<file path="config.mk">
export PLATFORM = sky130hd
export DESIGN_NAME = fb_wr_arbiter
export DESIGN_NICKNAME = d
export VERILOG_FILES = /design/src/rtl/fb_pkg.sv /design/src/rtl/fb_idle_watchdog.sv /design/src/rtl/fb_wr_arbiter.sv
export SDC_FILE = /design/constraint.sdc
export NUM_CORES = 1
export LEC_CHECK = 0
export CAP_MARGIN = 20
export CELL_PAD_IN_SITES_DETAIL_PLACEMENT = 1
export CELL_PAD_IN_SITES_GLOBAL_PLACEMENT = 1
export CORE_UTILIZATION = 34
export DETAILED_ROUTE_END_ITERATION = 10
export GPL_TIMING_DRIVEN = 0
export HOLD_SLACK_MARGIN = 0.03
export PLACE_DENSITY = 0.86
export SYNTH_ARGS = -nofsm -noshare
export SYNTH_HDL_FRONTEND = slang
export SYNTH_HIERARCHICAL = 1
export SYNTH_SLANG_ARGS = --single-unit
export TNS_END_PERCENT = 30
</file>
<file path="constraint.sdc">
create_clock -name clk -period 4.41 [get_ports clk]
set_input_delay 0.441 -clock clk [delete_from_list [all_inputs] [get_ports clk]]
set_output_delay 0.441 -clock clk [all_outputs]
set_load 0.05 [all_outputs]
</file>
<file path="src/rtl/fb_pkg.sv">
// Shared framebuffer constants and the write-port arbiter state encoding.
package fb_pkg;

  localparam int unsigned ADDR_W       = 19;
  localparam int unsigned DATA_W       = 8;
  localparam int unsigned FB_WIDTH     = 160;
  localparam int unsigned FB_HEIGHT    = 120;
  localparam int unsigned TOTAL_PIXELS = FB_WIDTH * FB_HEIGHT;

  typedef enum logic [1:0] {
    StIdle = 2'd0,
    StOwn0 = 2'd1,
    StOwn1 = 2'd2
  } arb_state_e;

endpackage

</file>
<file path="src/rtl/fb_idle_watchdog.sv">
// Counts consecutive idle cycles of the current grant owner; expired fires on the cycle
// that would bring the count to LIMIT.
module fb_idle_watchdog #(
  parameter int unsigned LIMIT = 16
) (
  input  logic clk,
  input  logic reset,
  input  logic clear,
  input  logic enable,
  output logic expired
);

  localparam int unsigned CntW = $clog2(LIMIT + 1);

  logic [CntW-1:0] cnt_q;

  assign expired = enable && (cnt_q == CntW'(LIMIT - 1));

  always_ff @(posedge clk) begin
    if (reset || clear) begin
      cnt_q <= '0;
    end else if (enable) begin
      cnt_q <= cnt_q + CntW'(1);
    end
  end

endmodule

</file>
<file path="src/rtl/fb_wr_arbiter.sv">
// Round-robin burst arbiter in front of the framebuffer RAM write port, with address
// range filtering and an idle-owner watchdog.
module fb_wr_arbiter #(
  parameter int unsigned ADDR_W       = fb_pkg::ADDR_W,
  parameter int unsigned DATA_W       = fb_pkg::DATA_W,
  parameter int unsigned TOTAL_PIXELS = fb_pkg::TOTAL_PIXELS,
  parameter int unsigned IDLE_LIMIT   = 16
) (
  input  logic              clk,
  input  logic              reset,
  input  logic              req0,
  input  logic [ADDR_W-1:0] addr0,
  input  logic [DATA_W-1:0] data0,
  input  logic              last0,
  input  logic              req1,
  input  logic [ADDR_W-1:0] addr1,
  input  logic [DATA_W-1:0] data1,
  input  logic              last1,
  output logic              gnt0,
  output logic              gnt1,
  output logic [ADDR_W-1:0] ram_wraddr,
  output logic [DATA_W-1:0] ram_data,
  output logic              ram_wren,
  output logic              busy,
  output logic              err_range,
  output logic              err_timeout,
  output logic [ADDR_W-1:0] beat_count
);

  import fb_pkg::*;

  arb_state_e        state_q, state_d;
  logic              rr_q, rr_d;
  logic              burst_done_q, burst_done_d;
  logic              acc0, acc1, accepted;
  logic              last_sel, own_req;
  logic [ADDR_W-1:0] addr_sel;
  logic [DATA_W-1:0] data_sel;
  logic              in_range, wr_en;
  logic              wd_enable, wd_clear, wd_expired;
  logic              evict, release_own;

  logic              ram_wren_q;
  logic [ADDR_W-1:0] ram_wraddr_q;
  logic [DATA_W-1:0] ram_data_q;
  logic              err_range_q, err_timeout_q;
  logic [ADDR_W-1:0] beat_count_q;

  assign acc0     = req0 && (state_q == StOwn0);
  assign acc1     = req1 && (state_q == StOwn1);
  assign accepted = acc0 || acc1;
  assign addr_sel = acc1 ? addr1 : addr0;
  assign data_sel = acc1 ? data1 : data0;
  assign last_sel = acc1 ? last1 : last0;
  assign own_req  = (state_q == StOwn1) ? req1 : req0;

  assign in_range = addr_sel < ADDR_W'(TOTAL_PIXELS);
  assign wr_en    = accepted && in_range;

  // Once a burst has ended the owner keeps the grant only while it immediately
  // re-requests; dropping req at a burst boundary releases the port without a timeout.
  assign release_own = (state_q != StIdle) && !own_req && burst_done_q;
  assign evict       = (state_q != StIdle) && !burst_done_q && wd_expired;

  assign wd_enable = (state_q != StIdle) && !own_req;
  assign wd_clear  = accepted || (state_d != state_q);

  fb_idle_watchdog #(
    .LIMIT (IDLE_LIMIT)
  ) u_idle_watchdog (
    .clk     (clk),
    .reset   (reset),
    .clear   (wd_clear),
    .enable  (wd_enable),
    .expired (wd_expired)
  );

  always_comb begin
    state_d = state_q;
    rr_d    = rr_q;
    unique case (state_q)
      StIdle: begin
        if (req0 && req1) begin
          state_d = rr_q ? StOwn1 : StOwn0;
        end else if (req0) begin
          state_d = StOwn0;
        end else if (req1) begin
          state_d = StOwn1;
        end
      end
      StOwn0: begin
        if (acc0 && last0) begin
          rr_d    = 1'b1;
          state_d = req1 ? StOwn1 : StOwn0;
        end else if (release_own || evict) begin
          rr_d    = 1'b1;
          state_d = req1 ? StOwn1 : StIdle;
        end
      end
      StOwn1: begin
        if (acc1 && last1) begin
          rr_d    = 1'b0;
          state_d = req0 ? StOwn0 : StOwn1;
        end else if (release_own || evict) begin
          rr_d    = 1'b0;
          state_d = req0 ? StOwn0 : StIdle;
        end
      end
      default: state_d = StIdle;
    endcase
  end

  always_comb begin
    burst_done_d = burst_done_q;
    if (accepted) begin
      burst_done_d = last_sel;
    end
    if (state_d != state_q) begin
      burst_done_d = 1'b0;
    end
  end

  always_ff @(posedge clk) begin
    if (reset) begin
      state_q       <= StIdle;
      rr_q          <= 1'b0;
      burst_done_q  <= 1'b0;
      ram_wren_q    <= 1'b0;
      ram_wraddr_q  <= '0;
      ram_data_q    <= '0;
      err_range_q   <= 1'b0;
      err_timeout_q <= 1'b0;
      beat_count_q  <= '0;
    end else begin
      state_q      <= state_d;
      rr_q         <= rr_d;
      burst_done_q <= burst_done_d;
      ram_wren_q   <= wr_en;
      if (wr_en) begin
        ram_wraddr_q <= addr_sel;
        ram_data_q   <= data_sel;
        beat_count_q <= beat_count_q + ADDR_W'(1);
      end
      if (accepted && !in_range) begin
        err_range_q <= 1'b1;
      end
      if (evict) begin
        err_timeout_q <= 1'b1;
      end
    end
  end

  assign gnt0        = (state_q == StOwn0);
  assign gnt1        = (state_q == StOwn1);
  assign busy        = gnt0 || gnt1;
  assign ram_wren    = ram_wren_q;
  assign ram_wraddr  = ram_wraddr_q;
  assign ram_data    = ram_data_q;
  assign err_range   = err_range_q;
  assign err_timeout = err_timeout_q;
  assign beat_count  = beat_count_q;

endmodule

</file>
==> metrics.md <==
| Metric | Value |
|---|---|
| Internal | `1.10 mW` |
| Worst Slack Setup Final | `0.424 ns` |
| Post-synthesis mux area share | `9.17%` |
| Post-layout net count | `540` |
| Core area | `9240 um^2` |
| GRT Resource Usage Total | `about a fifth` |
| Clock sink count | `58` |
| Height of the chip | `99.5 um` |
| Max Clock Freq | `0.251 GHz` |
| Dominant synthesized flop cell | `dfxtp_1` |
| Starting utilization of the core area | `35.0%` |
| Non-filler instance count after layout | `roughly 610` |
| Async S/R FF share, synth | `0%` |
| Vias in the first global route | `3,342` |
| Boundary pin count | `roughly 110` |
| Switching share of power | `32.6%` |
| Part of the power in registers | `35.1%` |
| Number of antenna-violating nets in the routed design | `0` |
| Run status | `finished clean` |
| Aggregate global routing overflow | `0` |
| Pwr per Cell Area | `about 340 nW/um^2` |
| I/O Buffers | `between 100 and 150` |
| DRC violations left | `0` |
| Period utilization | `90.4%` |
| Minimum setup slack after placement | `0.435 ns` |
| EDFF count, synth | `0` |
| Combinational family with the most area after synthesis | `simple AND/OR/NAND/NOR gates` |
| Post-Synthesis Cells | `approximately 350` |
| Post-Synth Simple-Gate Area | `25.5%` |
| Post-synthesis share of cell area spent on xor and xnor gates | `4.87%` |
| Synth top area share | `between 30% and 40%` |
| DR iter-0 viols | `131` |
| Synth Area in Compound Gates | `between 10% and 20%` |
| Number of violations of the max-capacitance limit | `0` |
| Endpoint kind of the worst setup timing path | `flop` |
| Crit path launch type | `flop` |
| Floorplan die width | `99.5 um` |
| Yosys Warn Count | `6` |
| Global placer's final weighted congestion | `0.859` |
| Final total negative setup slack | `0 ns` |
| Vias per std cell | `5.12` |
| CP peak stage delay | `0.40 ns` |
| Number of antenna repair diodes | `0` |
| Top cells by area, synth | `dfxtp_1, a211oi_2, mux2i_1` |
| Worst hold path stage count | `2` |
| RSZ-0062 raised after global routing | `false` |
| Maximum number of pins on one net before global-route repair | `11` |
| Max_slew headroom | `43.6%` |
| Final wirelength | `10,300 um` |
| Number of cells on the worst reg-to-reg path | `15` |
| First-pass detailed-route iteration total | `4` |
| Summed area of non-filler cells in the final layout | `4740 um^2` |
| Total power | `around 1.6 mW` |
| Cell variety after synth | `54` |
| Clock Latency Late Sink | `roughly 0.34 ns` |
| Crit Path Max Fanout | `10` |
| HPWL after detailed placement | `8000 um` |
| Worst clock skew | `between 0.008 and 0.009 ns` |
| Net switching power figure | `0.530 mW` |
| Total nets after synthesis | `between 400 and 500` |
| Crit path kind | `reg -> reg` |
| Cell breakdown of the critical path | `inv_1 > ha_1 > buf_2 > mux2_2 > nor2_1 > buf_6 > and2_1 > nor3b_2 > a31oi_1 > a31o_2 > and3_1 > nor4bb_1 > nand3_1 > or2_1 > a211oi_2` |
| Fin Hold WS | `roughly 0.46 ns` |
| Final count of pins violating max slew | `0` |
| Number of clock buffers inserted by TritonCTS | `9` |
| Post-synthesis sequential element count | `58` |
| Layout cells sized above 1 | `13.6%` |
| Biggest area consumer among synthesized cells | `dfxtp_1` |
| Synthesized-area fraction occupied by adder cells | `2.71%` |
| Clock tree from TritonCTS | `yes` |
| Utilization of the core after routing | `51.3%` |
| Peak supply drop | `between 0.1 and 0.15 mV` |
| Wire length of the first global-routing pass | `between 15,000 and 20,000 um` |
| Post-Place Cells | `591` |
| Min cycle time layout | `3.99 ns` |
| Worst path buffer plus inverter count | `3` |
| Combinational share of power | `a little under a third` |
| Worst min-delay path class | `reg -> reg` |
| Setup slack on the worst flop-to-flop path | `roughly 0.42 ns` |
| Syn avg cell area | `between 9 and 10 um^2` |
| Sequential cell area fraction in the yosys report | `35.9%` |
| Slew @ Worst Pin | `0.847 ns` |
| Via count | `3,110` |
| DP Area | `around 4500 um^2` |
| Maximum clock insertion buffer count | `2` |
| Cell class contributing the biggest share of worst-path delay | `simple AND/OR/NAND/NOR gates` |
| Slowest library cell on the worst path | `dfxtp_1` |
| Area delta synth->final | `46.6%` |
| Instance count on the critical path | `15` |
| Area of the die | `9910 um^2` |
| Hold Vio Cnt, Final | `0` |
| Post-Synthesis Cell Area | `3230 um^2` |
| Clock edge transition at the registers on the reported setup and hold paths | `0.06 ns` |
| Row count | `35` |
| Arrival time at the worst endpoint | `4.23 ns` |
| Post-CTS Setup Bufs | `0` |
| Total of endpoints with negative setup slack in the final report | `0` |
| Average wire per standard cell | `16.9 um` |
| Initial antenna violation count | `0` |
| CTS H-tree lvls | `3` |
| Leakage power | `between 1.5 and 2 nW` |
| Clock network power share | `between 30% and 40%` |
| Root cell of the clock tree | `clkbuf_8` |
| Data required time at the worst endpoint | `4.66 ns` |
==> power by group through the flow <==
stage,sequential [mW],combinational (mW),clock [mW]
CTS,0.570,0.490,0.576
finish,0.571,0.490,0.565
global route,0.574,0.532,0.606
detailed placement,0.582,0.484,0
global placement,0.579,0.468,0
floorplan,0.594,0.306,0
==> cell usage after synthesis, types with 3 or more instances <==
cell,number
o21ai_0,7
nor2b_1,3
nand4_1,4
buf_2,3
mux2i_1,27
a21oi_1,6
nor4_2,5
nor3_1,4
clkbuf_1,11
nand2_1,22
nor3b_1,6
dfxtp_1,58
buf_6,4
a211oi_2,23
nor4_1,8
nand2b_1,3
a211oi_1,5
and3_1,6
nor2_1,56
ha_1,7
inv_1,7
xnor2_1,18
buf_4,4
and2_1,4
nand3_1,15
==> layout by cell type, fill, tap and decap left out, types with 6 or more instances in the layout <==
master / n
ha_1: 7
inv_1: 7
xnor2_1: 18
nor4_1: 8
clkdlybuf4s50_1: 111
clkbuf_1: 12
o21ai_0: 7
a211oi_2: 23
nand2_1: 22
and3_1: 6
nor2_1: 56
a21oi_1: 6
clkbuf_8: 11
nand3_1: 15
mux2i_1: 27
dfxtp_1: 58
==> per-layer routing <==
layer	GRT usage (%)	up-vias	wire length [um]
li1	-	1511	-
met1	23.4	1473	4350
met2	39.0	106	5120
met3	5.34	20	632
met4	8.71	0	170
met5	0	-	0
==> sequential cells by signal (all words and copies together) (netlist names), 2 cells and up <==
signal	cells
state_q	2
ram_data	8
ram_wraddr	19
beat_count	19
u_idle_watchdog/cnt_q	5
==> what timing repair did <==
item | in CTS | in global routing
gates resized for setup | 0 | 1
hold endpoints to repair | 0 | 0
endpoints found under the setup margin | 0 | 1
hold buffers | 0 | 0
==> worst register-to-register path, cell delays in order, from the launching register on <==
cell	delay [ns]
dfxtp_1	0.40
inv_1	0.15
ha_1	0.29
buf_2	0.27
mux2_2	0.38
nor2_1	0.12
buf_6	0.16
and2_1	0.16
nor3b_2	0.22
a31oi_1	0.15
a31o_2	0.33
and3_1	0.18
nor4bb_1	0.38
nand3_1	0.20
or2_1	0.33
a211oi_2	0.20
==> worst paths after layout <==
path / start / endpoint
worst min-delay path: err_range / err_range
worst max register to register: state_q[0] / u_idle_watchdog/cnt_q[4]
worst max-delay path: state_q[0] / u_idle_watchdog/cnt_q[4]
worst min register to register: err_range / err_range
==> logic make-up (layout without fill, tap and decap cells) <==
family                   after synthesis  after routing
adder cells (fa/ha/maj)                7              7
multiplexers                          29             29
AND/OR/NAND/NOR                      152            152
flip-flops                            58             58
AO/OA/AOI/OAI                         58             58
buffers and inverters                 29            156
XOR/XNOR                              18             18
==> cell type report <==
class / instances / area, um^2
fill: 1062 / 4500
multi-input combinational: 264 / 1920
sequential: 58 / 1160
timing repair buffer: 111 / 1110
tap: 129 / 161
clock buffer: 12 / 155
buffer: 22 / 131
clock inverter: 4 / 73.8
inverter: 7 / 26.3
Note: power is estimated with default switching activity, not from simulation.
